`src/rtl/rx.sv`:
```
`timescale 1ns/1ps
// Serial receive stage of the mini SPART: recovers 8N1 frames from RxD using the 16x
// oversample enable tick and presents each byte with ready, framing and overrun flags.
module rx #(
    parameter int unsigned OVS = 16
) (
    input  logic       clk,
    input  logic       rst,
    input  logic       Enable,
    input  logic       RxD,
    input  logic       RxD_ack,
    output logic [7:0] RxD_data,
    output logic       RDA,
    output logic       FE,
    output logic       OE
);

    localparam logic [3:0] TickLast = 4'(OVS - 1);
    localparam logic [3:0] TickHalf = 4'(OVS / 2 - 1);

    typedef enum logic [2:0] {
        StIdle,
        StStart,
        StData,
        StStop,
        StWaitIdle
    } state_e;

    state_e     state_q, state_d;
    logic [1:0] sync_q;
    logic [3:0] tick_q, tick_d;
    logic [2:0] bit_q, bit_d;
    logic [7:0] shift_q, shift_d;
    logic [7:0] data_q, data_d;
    logic       rda_q, rda_d;
    logic       fe_q, fe_d;
    logic       oe_q, oe_d;
    logic       rxs;
    logic       frame_ok;
    logic       frame_err;

    assign rxs = sync_q[1];

    always_comb begin
        state_d   = state_q;
        tick_d    = tick_q;
        bit_d     = bit_q;
        shift_d   = shift_q;
        frame_ok  = 1'b0;
        frame_err = 1'b0;
        if (Enable) begin
            unique case (state_q)
                StIdle: begin
                    // The detection tick itself counts as the first start-bit tick.
                    if (!rxs) begin
                        state_d = StStart;
                        tick_d  = 4'd1;
                        bit_d   = 3'd0;
                    end
                end
                StStart: begin
                    if (tick_q == TickHalf) begin
                        tick_d  = 4'd0;
                        bit_d   = 3'd0;
                        state_d = rxs ? StIdle : StData;
                    end else begin
                        tick_d = tick_q + 4'd1;
                    end
                end
                StData: begin
                    if (tick_q == TickLast) begin
                        tick_d  = 4'd0;
                        shift_d = {rxs, shift_q[7:1]};
                        if (bit_q == 3'd7) begin
                            state_d = StStop;
                            bit_d   = 3'd0;
                        end else begin
                            bit_d = bit_q + 3'd1;
                        end
                    end else begin
                        tick_d = tick_q + 4'd1;
                    end
                end
                StStop: begin
                    if (tick_q == TickLast) begin
                        tick_d = 4'd0;
                        if (rxs) begin
                            state_d  = StIdle;
                            frame_ok = 1'b1;
                        end else begin
                            state_d   = StWaitIdle;
                            frame_err = 1'b1;
                        end
                    end else begin
                        tick_d = tick_q + 4'd1;
                    end
                end
                StWaitIdle: begin
                    // Hold off until the line returns high so a break cannot retrigger.
                    if (rxs) begin
                        state_d = StIdle;
                        tick_d  = 4'd0;
                    end
                end
                default: begin
                    state_d = StIdle;
                    tick_d  = 4'd0;
                    bit_d   = 3'd0;
                end
            endcase
        end
    end

    always_comb begin
        data_d = data_q;
        rda_d  = rda_q;
        fe_d   = fe_q;
        oe_d   = oe_q;
        if (RxD_ack) begin
            rda_d = 1'b0;
            fe_d  = 1'b0;
            oe_d  = 1'b0;
        end
        // A same-cycle ack frees the holding register, so the new byte is not an overrun.
        if (frame_ok) begin
            if (!rda_q || RxD_ack) begin
                data_d = shift_q;
                rda_d  = 1'b1;
            end else begin
                oe_d = 1'b1;
            end
        end
        if (frame_err) begin
            fe_d = 1'b1;
        end
    end

    always_ff @(posedge clk) begin
        if (rst) begin
            state_q <= StIdle;
            sync_q  <= 2'b11;
            tick_q  <= 4'd0;
            bit_q   <= 3'd0;
            shift_q <= 8'h00;
            data_q  <= 8'h00;
            rda_q   <= 1'b0;
            fe_q    <= 1'b0;
            oe_q    <= 1'b0;
        end else begin
            state_q <= state_d;
            sync_q  <= {sync_q[0], RxD};
            tick_q  <= tick_d;
            bit_q   <= bit_d;
            shift_q <= shift_d;
            data_q  <= data_d;
            rda_q   <= rda_d;
            fe_q    <= fe_d;
            oe_q    <= oe_d;
        end
    end

    assign RxD_data = data_q;
    assign RDA      = rda_q;
    assign FE       = fe_q;
    assign OE       = oe_q;

endmodule
```
`config.mk`:
```
export PLATFORM = sky130hd
export DESIGN_NAME = rx
export DESIGN_NICKNAME = d
export VERILOG_FILES = /design/src/rtl/rx.sv
export SDC_FILE = /design/constraint.sdc
export NUM_CORES = 1
export LEC_CHECK = 0
export BUFFER_PORTS_ARGS = -buffer_cell sky130_fd_sc_hd__buf_4
export CORE_ASPECT_RATIO = 0.9
export CORE_MARGIN = 4
export CORE_UTILIZATION = 37
export DETAILED_ROUTE_END_ITERATION = 8
export PLACE_DENSITY = 0.61
export SETUP_SLACK_MARGIN = 0.1
export SYNTH_ARGS = -nofsm -noshare
export SYNTH_HDL_FRONTEND = slang
export SYNTH_SLANG_ARGS = --single-unit
```
`constraint.sdc`:
```
create_clock -name clk -period 1.7 [get_ports clk]
set_input_delay 0.17 -clock clk [delete_from_list [all_inputs] [get_ports clk]]
set_output_delay 0.17 -clock clk [all_outputs]
set_load 0.02 [all_outputs]
```
==> After elaboration in Yosys (flattened, before gate mapping) <==
Cells that the tools add are included.
{ "op_classes": {"n_bitwise": 1, "reduce_logical": 11, "eq_ne": 13, "n_mux": 35, "addsub": 2} }
{ "op_table": {"columns": ["operator", "count"], "rows": [
  ["two-way mux 3 bit", 11],
  ["two-way mux 1 bit", 16],
  ["two-way mux 4 bit", 4],
  ["one-hot mux 4 bit (4 select lines)", 1],
  ["one-hot mux 3 bit (5 select lines)", 1],
  ["!= test 2 bit (second input constant)", 6],
  ["one-hot mux 3 bit (4 select lines)", 1],
  ["AND reduction 7 bit", 1],
  ["== test 3 x 2 -> 1 bit (second input constant)", 2],
  ["== test 3 bit (second input constant)", 2],
  ["AND reduction 3 bit", 2],
  ["AND reduction 5 bit", 1],
  ["adder 4 x 1 -> 4 bit (second input constant)", 1],
  ["== test 4 x 3 -> 1 bit (second input constant)", 1],
  ["== test 4 bit (second input constant)", 1],
  ["OR reduction 2 bit", 2],
  ["adder 3 x 1 -> 3 bit (second input constant)", 1],
  ["== test 3 x 1 -> 1 bit (second input constant)", 1],
  ["logical NOT 3 bit", 1],
  ["two-way mux 2 bit", 1],
  ["AND reduction 2 bit", 1],
  ["nonzero test 2 bit", 1],
  ["logical NOT 1 bit", 1],
  ["logical OR 1 bit", 1],
  ["inverter 1 bit", 1]
]} }
{ "totals": {"ff_bits": 31, "out_inout_bits": 11, "in_bits": 5, "elab_cells": 71} }

==> Logic depth before layout (Yosys ltp) <==
Gate-level depths: netlist of the first run.
{ "depth": {"depth_word": 5, "mapped_depth": 5, "depth_no_buf": 5} }

==> Worst setup path after synthesis of the first run <==
No wires, ideal clock.
{ "synth_path": {"path_type": "register to register", "from": "register tick_q[0]", "to": "register data_q[0] (netlist: RxD_data[0])", "arrival_ps": 1686, "stages_incl_launch_ff": 6, "t_required_ps": 1572, "setup_ps": 128, "synth_period_minus_slack_ps": 1814, "path_slack_ps": -114, "path_cell_list": "dfxtp_1 -> ha_1 -> nand4_4 -> nor4_4 -> mux2i_1 -> nor2_1"} }
{ "synth_between": {"elab_chain_len": 5} }
{ "synth_lines": {"columns": ["element", "line", "rtl"], "rows": [
  ["start, declared", "31", "logic [3:0] tick_q, tick_d;"],
  ["start signal, assigned", "152", "tick_q <= tick_d;"],
  ["== test 4 bit", "85", "if (tick_q == TickLast) begin"],
  ["two-way mux 1 bit", "85", null],
  ["two-way mux 1 bit", "52", "unique case (state_q)"],
  ["two-way mux 1 bit", "51", "if (Enable) begin"],
  ["AND reduction 2 bit (no source line)", null, null],
  ["end signal, assigned", "155", "data_q <= data_d;"],
  ["end, declared", "34", "logic [7:0] data_q, data_d;"]
]} }
No other way between the ends.
A chain may end at the register's enable or synchronous reset.

==> Final worst setup path of the first run <==
{ "layout_path": {"from": "register state_q[1]", "to": "register bit_q[0]"} }
{ "layout_between": {"elab_chain_len": 4, "word_cells_on_any_way": 12, "classes_between": "eq/ne (7); mux (1); bitwise (1); reduce/logical (3)"} }
{ "layout_lines": {"columns": ["element", "line", "rtl"], "rows": [
  ["start, declared", "29", "state_e state_q, state_d;"],
  ["start signal, assigned", "140", "state_q <= StIdle;"],
  ["start signal, assigned", "150", "state_q <= state_d;"],
  ["== test 3 bit or == test 3 x 2 -> 1 bit (tied branches)", "52", null],
  ["OR reduction 2 bit (no source line)", null, null],
  ["inverter 1 bit (no source line)", null, null],
  ["AND reduction 5 bit (no source line)", null, null],
  ["end signal, assigned", "153", "bit_q <= bit_d;"],
  ["end, declared", "32", "logic [2:0] bit_q, bit_d;"]
]} }
Parallel ways exist; a longest one is shown, timed or not.

==> results of run 1 <==
[final timing paths]
path                                   to  startpoint  slack [ps]  cells past startpoint
worst max-delay path             bit_q[0]  state_q[1]         100                      4
worst min-delay path                   OE     RxD_ack          70                      2
worst max register to register   bit_q[0]  state_q[1]         100                      4
worst min register to register  sync_q[1]   sync_q[0]         410                      1
[placed cells by master, fill, tap and decap left out, types with 3 or more instances in the layout]
master     n
a21oi_1    7
buf_4     30
clkbuf_8   6
dfxtp_1   24
dfxtp_2    4
dfxtp_4    3
mux2i_1   17
nand2b_1   4
nand3_1    5
nand3b_1   3
nor2_1    26
nor3_1     6
o21ai_0    4
or3_1      3
[kinds of logic after synthesis]
family / count (synthesis) / share of synthesized area
AO/OA/AOI/OAI: 19 / 0.08207
XOR/XNOR: 3 / 0.01854
adder cells (fa/ha/maj): 3 / 0.02648
buffers and inverters: 8 / 0.02912
flip-flops: 31 / 0.4378
multiplexers: 18 / 0.1306
AND/OR/NAND/NOR: 66 / 0.2754
[per-stage QoR]
| step | std cells | power [mW] | worst slack, ps |
|---|---|---|---|
| floorplan | 148 | 0.8160 | 98.80 |
| detailed placement | 217 | 0.8556 | 22.33 |
| global placement | 217 | 0.8529 | 80.08 |
| finish | 227 | 1.586 | 99.84 |
| CTS | 225 | 1.607 | 98.89 |
| global route | 227 | 1.654 | 31.71 |
[metal layers]
metal | up-vias | routed length, um | GRT usage
met2 | 12 | 1422 | 0.2031
met1 | 553 | 1400 | 0.1696
li1 | 595 | - | -
met3 | 2 | 77 | 0.05128
met5 | - | 0 | 0
met4 | 0 | 34 | 0.06221
[flip-flops by register name, summed over array words and instances (netlist names)]
register,cells
RxD_data,8
shift_q,8
tick_q,4
bit_q,3
state_q,3
sync_q,2
FE,1
OE,1
RDA,1
[final cells by class]
class / count / share of cell area
Timing Repair Buffer: 32 / 0.1417
Tap cell: 46 / 0.03075
Sequential cell: 31 / 0.3402
Clock buffer: 6 / 0.04412
Clock inverter: 2 / 0.01872
Inverter: 1 / 0.002005
Multi-Input combinational cell: 109 / 0.4225
[worst reg2reg max path: stages (launching register included)]
cell and delay [ps]:
dfxtp_4 390, or3b_4 420, nor2_4 120, or4b_4 470
a21oi_2 140
[power groups by stage]
stage / clock, mW / combinational (mW) / sequential (mW)
after floorplan: 0 / 0.0625 / 0.754
after detailed placement: 0 / 0.0961 / 0.760
after global routing: 0.802 / 0.111 / 0.741
after CTS: 0.768 / 0.0964 / 0.742
after global placement: 0 / 0.0939 / 0.759
final: 0.746 / 0.100 / 0.741
[timing repair]
item                                    4_1_cts  5_1_grt
hold endpoints to repair                      0        0
hold buffers                                  0        0
pin swaps                                     1        4
buffers inserted                              0        2
gates resized for setup                       5        7
endpoints found under the setup margin        5       13
==> out/results.tsv, run 1 <==
stage	metric	value	unit
sta	whs	68.16	ps
critical_path	cp_top_family	simple AND/OR/NAND/NOR gates	
layout	area.sequential	636.9	um2
clocking	cts_root_buf	clkbuf_8	
route	viasPerCell	5.119	
critical_path	cp.required	1920	ps
logic_synthesis	syn_avg_cell_area	9.578	um2
critical_path	worstSetupStartpointType	register	
clocking	clk_latency	280	ps
logic_synthesis	ys_types	37	
clocking	cts_buffer_depth	2	
outcome	status	finished, final reports clean	
die	io_pins	16	
logic_synthesis	synth_seq_area_share	0.4378	
die	initial_core_util	0.3826	
layout	final_nets	188	
clocking	path_clk_slew	60	ps
route	wirelength	2.935	mm
logic_synthesis	yosysTopAreaCellShare	0.4378	
power	p_clk_frac	0.470	
global_routing	grt_max_degree	33	
global_routing	globalRouteOverflowTotal	0	
sta	final_hold_viol_count	0	
critical_path	crit_chain	or3b_4 > nor2_4 > or4b_4 > a21oi_2	
critical_path	cp-end-kind	register	
route	vias	1162	
logic_synthesis	synth_area_leaders	dfxtp_1 (44%), mux2i_1 (12%), nor2_1 (6.9%), a21oi_1 (2.8%), ha_1 (2.6%)	
route	antenna_left	0	
logic_synthesis	synth_fp_nets	156	
sta	final.setup.tns	0	ps
power	swShare	0.2098	
route	drt-wirelength-per-cell	12.93	um
sta	fin_crit_sh	0.9413	
critical_path	crit_buf_inv	0	
die	core	0.003705	mm2
logic_synthesis	synth_area	0.001418	mm2
sta	min_period	1600	ps
sta	tightest_slew	414.4	ps
die	num_rows	21	
placed_design	routabilityCongestion	0.8171	
layout	areaGrowthSynthToFinish	32.04	%
power	powerDensity	847.5	mW/mm2
clocking	htree_num_levels	2	
sta	relSlewSlack	0.7194	
die	die_h	66.72	um
route	drt-initial-drc-count	48	
sta	max_freq	0.6249	GHz
power	p_seq_frac	0.467	
layout	stdcell_area	0.001872	mm2
logic_synthesis	synth.largest_area_cell	dfxtp_1	
critical_path	slowest_delay	470	ps
flow_run	drv_cap	0	
logic_synthesis	ys_seq_elements	31	
sta	skew	0.8839	ps
logic_synthesis	synth_cells	148	
sta	rsz0062_at_grt	true	
global_routing	grt_pass1_vias	1111	
critical_path	crit_slowest_cell	or4b_4	
layout	insertedDiodeCount	0	
critical_path	crit_type	reg2reg	
die	die_w	73.25	um
global_routing	grt_use_total	0.1352	
power	peakVddDrop	0.5649	mV
layout	final_core_util	0.5052	
sta	slew_viol_final	0	
power	p_int	1.254	mW
die	dieArea	0.004887	mm2
power	p_switching	0.3328	mW
global_routing	grt_pass1_wl	4.954	mm
logic_synthesis	synthFlopType	dfxtp_1	
placed_design	place_area	0.001693	mm2
power	combPwrFrac	0.063	
logic_synthesis	synth_top_cells_by_count	dfxtp_1 (31), nor2_1 (26), mux2i_1 (17)	
layout	fillers	340	
clocking	tritoncts	yes	
layout	drive_gt1_frac	0.3370	
clocking	cts_buffers	5	
logic_synthesis	synth-edff-count	0	
logic_synthesis	synth_warnings	0	
route	firstDrtPassIters	5	
placed_design	hpwlAfterDp	2.046	mm
placed_design	port_buffers	15	
clocking	cts_num_sinks	31	
power	power.leakage	0.6930	nW
sta	finalSetupViolCount	0	
logic_synthesis	synthArstFlopShare	0	
hold_path	hold_class	in2reg	
logic_synthesis	synthMostInstantiatedCell	dfxtp_1	
layout	multi_input_area	790.8	um2
critical_path	cp_data_arrival_time	1820	ps
route	route.detailed.drc	0	
global_routing	antenna_found_initial	0	
critical_path	path_max_fanout	6	
Note: power is estimated with default switching activity, not from simulation.
==> run 2: changes to the inputs <==
--- a/config.mk
+++ b/config.mk
@@ -9,3 +9,2 @@
 export CORE_ASPECT_RATIO = 0.9
-export CORE_MARGIN = 4
 export CORE_UTILIZATION = 37
==> constraint.sdc (replaced) <==
create_clock -name clk -period 1.7 [get_ports clk]
set_input_delay 0.34 -clock clk [delete_from_list [all_inputs] [get_ports clk]]
set_output_delay 0.34 -clock clk [all_outputs]
set_load 0.02 [all_outputs]
==> out/results.tsv, run 2 (synthesis results as in run 1) <==
stage	metric	value	unit	change
route	firstDrtPassIters	4		-1
die	core	0.003528	mm2	-4.8%
layout	layout_common_cells	buf_4 (35), nor2_1 (26), dfxtp_1 (22)		
sta	finalSetupViolCount	0		unchanged
clocking	htree_num_levels	2		unchanged
power	p_clk_frac	0.466		-0.004
global_routing	antenna_found_initial	0		unchanged
route	vias	1173		+0.95%
layout	layout_commonest_cell	buf_4		
layout	final_nets	194		+3.2%
critical_path	worstSetupStartpointType	register		
route	wirelength	3.165	mm	+7.8%
layout	final_cells	231		+1.8%
placed_design	placed_cells	215		-0.92%
sta	skew	5.736	ps	+4.852 ps
clocking	cts_buffer_depth	2		unchanged
power	p_switching	0.3372	mW	+1.3%
power	p_seq_frac	0.462		-0.005
power	power.leakage	0.7229	nW	+4.3%
global_routing	grt_use_total	0.1696		+0.03442
route	antenna_left	0		unchanged
layout	drive_gt1_frac	0.3904		+0.05336
critical_path	crit_slowest_cell	or4b_1		
sta	slew_viol_final	0		unchanged
critical_path	crit_type	reg2reg		
global_routing	grt_pass1_wl	5.216	mm	+5.3%
sta	min_period	1643	ps	+43.09 ps
power	powerDensity	817.7	mW/mm2	-3.5%
die	io_pins	16		unchanged
layout	insertedDiodeCount	0		unchanged
placed_design	hpwlAfterDp	2.143	mm	+4.7%
critical_path	slowest_delay	530	ps	+60 ps
sta	final_hold_viol_count	0		unchanged
critical_path	crit_start	state_q[1]		
power	combPwrFrac	0.072		+0.009
clocking	cts_buffers	5		unchanged
route	route.detailed.drc	0		unchanged
critical_path	cp_data_arrival_time	1850	ps	+30 ps
route	viasPerCell	5.078		-0.80%
clocking	tritoncts	yes		
sta	relSlewSlack	0.7274		+0.007969
sta	rsz0062_at_grt	true		
die	dieArea	0.004083	mm2	-16%
clocking	path_clk_slew	70	ps	about the same
sta	fin_crit_sh	0.9666		+0.02535
clocking	cts_root_buf	clkbuf_8		
placed_design	routabilityCongestion	0.9677		+18%
critical_path	r2r_start	state_q[1]		
placed_design	port_buffers	15		unchanged
critical_path	cp.required	1900	ps	-20 ps
hold_path	hold_class	in2reg		
global_routing	globalRouteOverflowTotal	0		unchanged
die	die_w	67.25	um	-8.2%
sta	tightest_slew	405.5	ps	-8.870 ps
power	swShare	0.2109		+0.001067
critical_path	path_max_fanout	5		-1
critical_path	crit_buf_inv	1		+1
layout	areaGrowthSynthToFinish	37.95	%	
outcome	status	finished, final reports clean		
hold_path	hp-start	RxD_ack		
clocking	clk_latency	270	ps	about the same
global_routing	grt_pass1_vias	1155		+4.0%
critical_path	cp-end-kind	register		
die	initial_core_util	0.4018		+0.01913
clocking	ctsHoldBuffers	0		unchanged
critical_path	cp_top_family	simple AND/OR/NAND/NOR gates		
critical_path	crit_chain	buf_6 > nand3b_1 > o311ai_1 > or4b_1 > a21oi_1		
clocking	cts_num_sinks	31		unchanged
die	num_rows	20		-4.8%
route	drt-wirelength-per-cell	13.70	um	+6.0%
sta	max_freq	0.6085	GHz	-2.6%
route	drt-initial-drc-count	45		-6.3%
global_routing	grt_max_degree	33		unchanged
power	p_int	1.262	mW	+0.67%
die	die_h	60.72	um	-9.0%
layout	final_core_util	0.5543		+0.04902
power	peakVddDrop	0.5339	mV	-5.5%
flow_run	drv_cap	0		unchanged
==> run 2: worst paths after layout <==
check | end | slack [ps] | depth (start not counted)
setup / recovery | bit_q[0] | 60 | 5
hold / removal | OE | 240 | 2
setup reg to reg | bit_q[0] | 60 | 5
hold reg to reg | sync_q[1] | 410 | 1
==> run 2: power by group through the flow <==
stage	Sequential, mW	Clock (mW)	Combinational, mW
after floorplan	0.754	0	0.0625
final	0.739	0.745	0.115
after global placement	0.758	0	0.0922
after detailed placement	0.759	0	0.0953
after global routing	0.739	0.791	0.126
after CTS	0.741	0.763	0.102
==> run 2: layer usage <==
layer,vias up,track usage,wire [um]
met3,0,0.04511,80
met4,0,0.05471,0
met1,555,0.2260,1621
li1,605,-,-
met2,13,0.2671,1463
met5,-,0,0
==> run 2: through the flow <==
stage | area (um2) | setup TNS [ps] | hold slack, ps | setup slack, ps | total power, mW
detailed placement | 1690 | -7.479 | 398.5 | -7.479 | 0.8542
finish | 1956 | 0 | 240.0 | 56.74 | 1.599
CTS | 1858 | 0 | 235.4 | 69.24 | 1.606
floorplan | 1441 | 0 | 389.5 | 98.80 | 0.8160
global placement | 1690 | 0 | 397.1 | 82.17 | 0.8502
global route | 1956 | 0 | 237.4 | 8.353 | 1.656
==> run 2: layout make-up <==
type | count | area (um2)
Multi-Input combinational cell | 109 | 829.5
Clock buffer | 6 | 82.58
Timing Repair Buffer | 38 | 305.3
Clock inverter | 2 | 35.03
Inverter | 1 | 3.754
Fill cell | 295 | 1573
Tap cell | 44 | 55.05
Sequential cell | 31 | 644.4
==> run 2: timing repair <==
item,4_1_cts,5_1_grt
setup endpoints to repair,6,14
resized for setup,10,14
buffers inserted,2,6
pin swaps,2,10
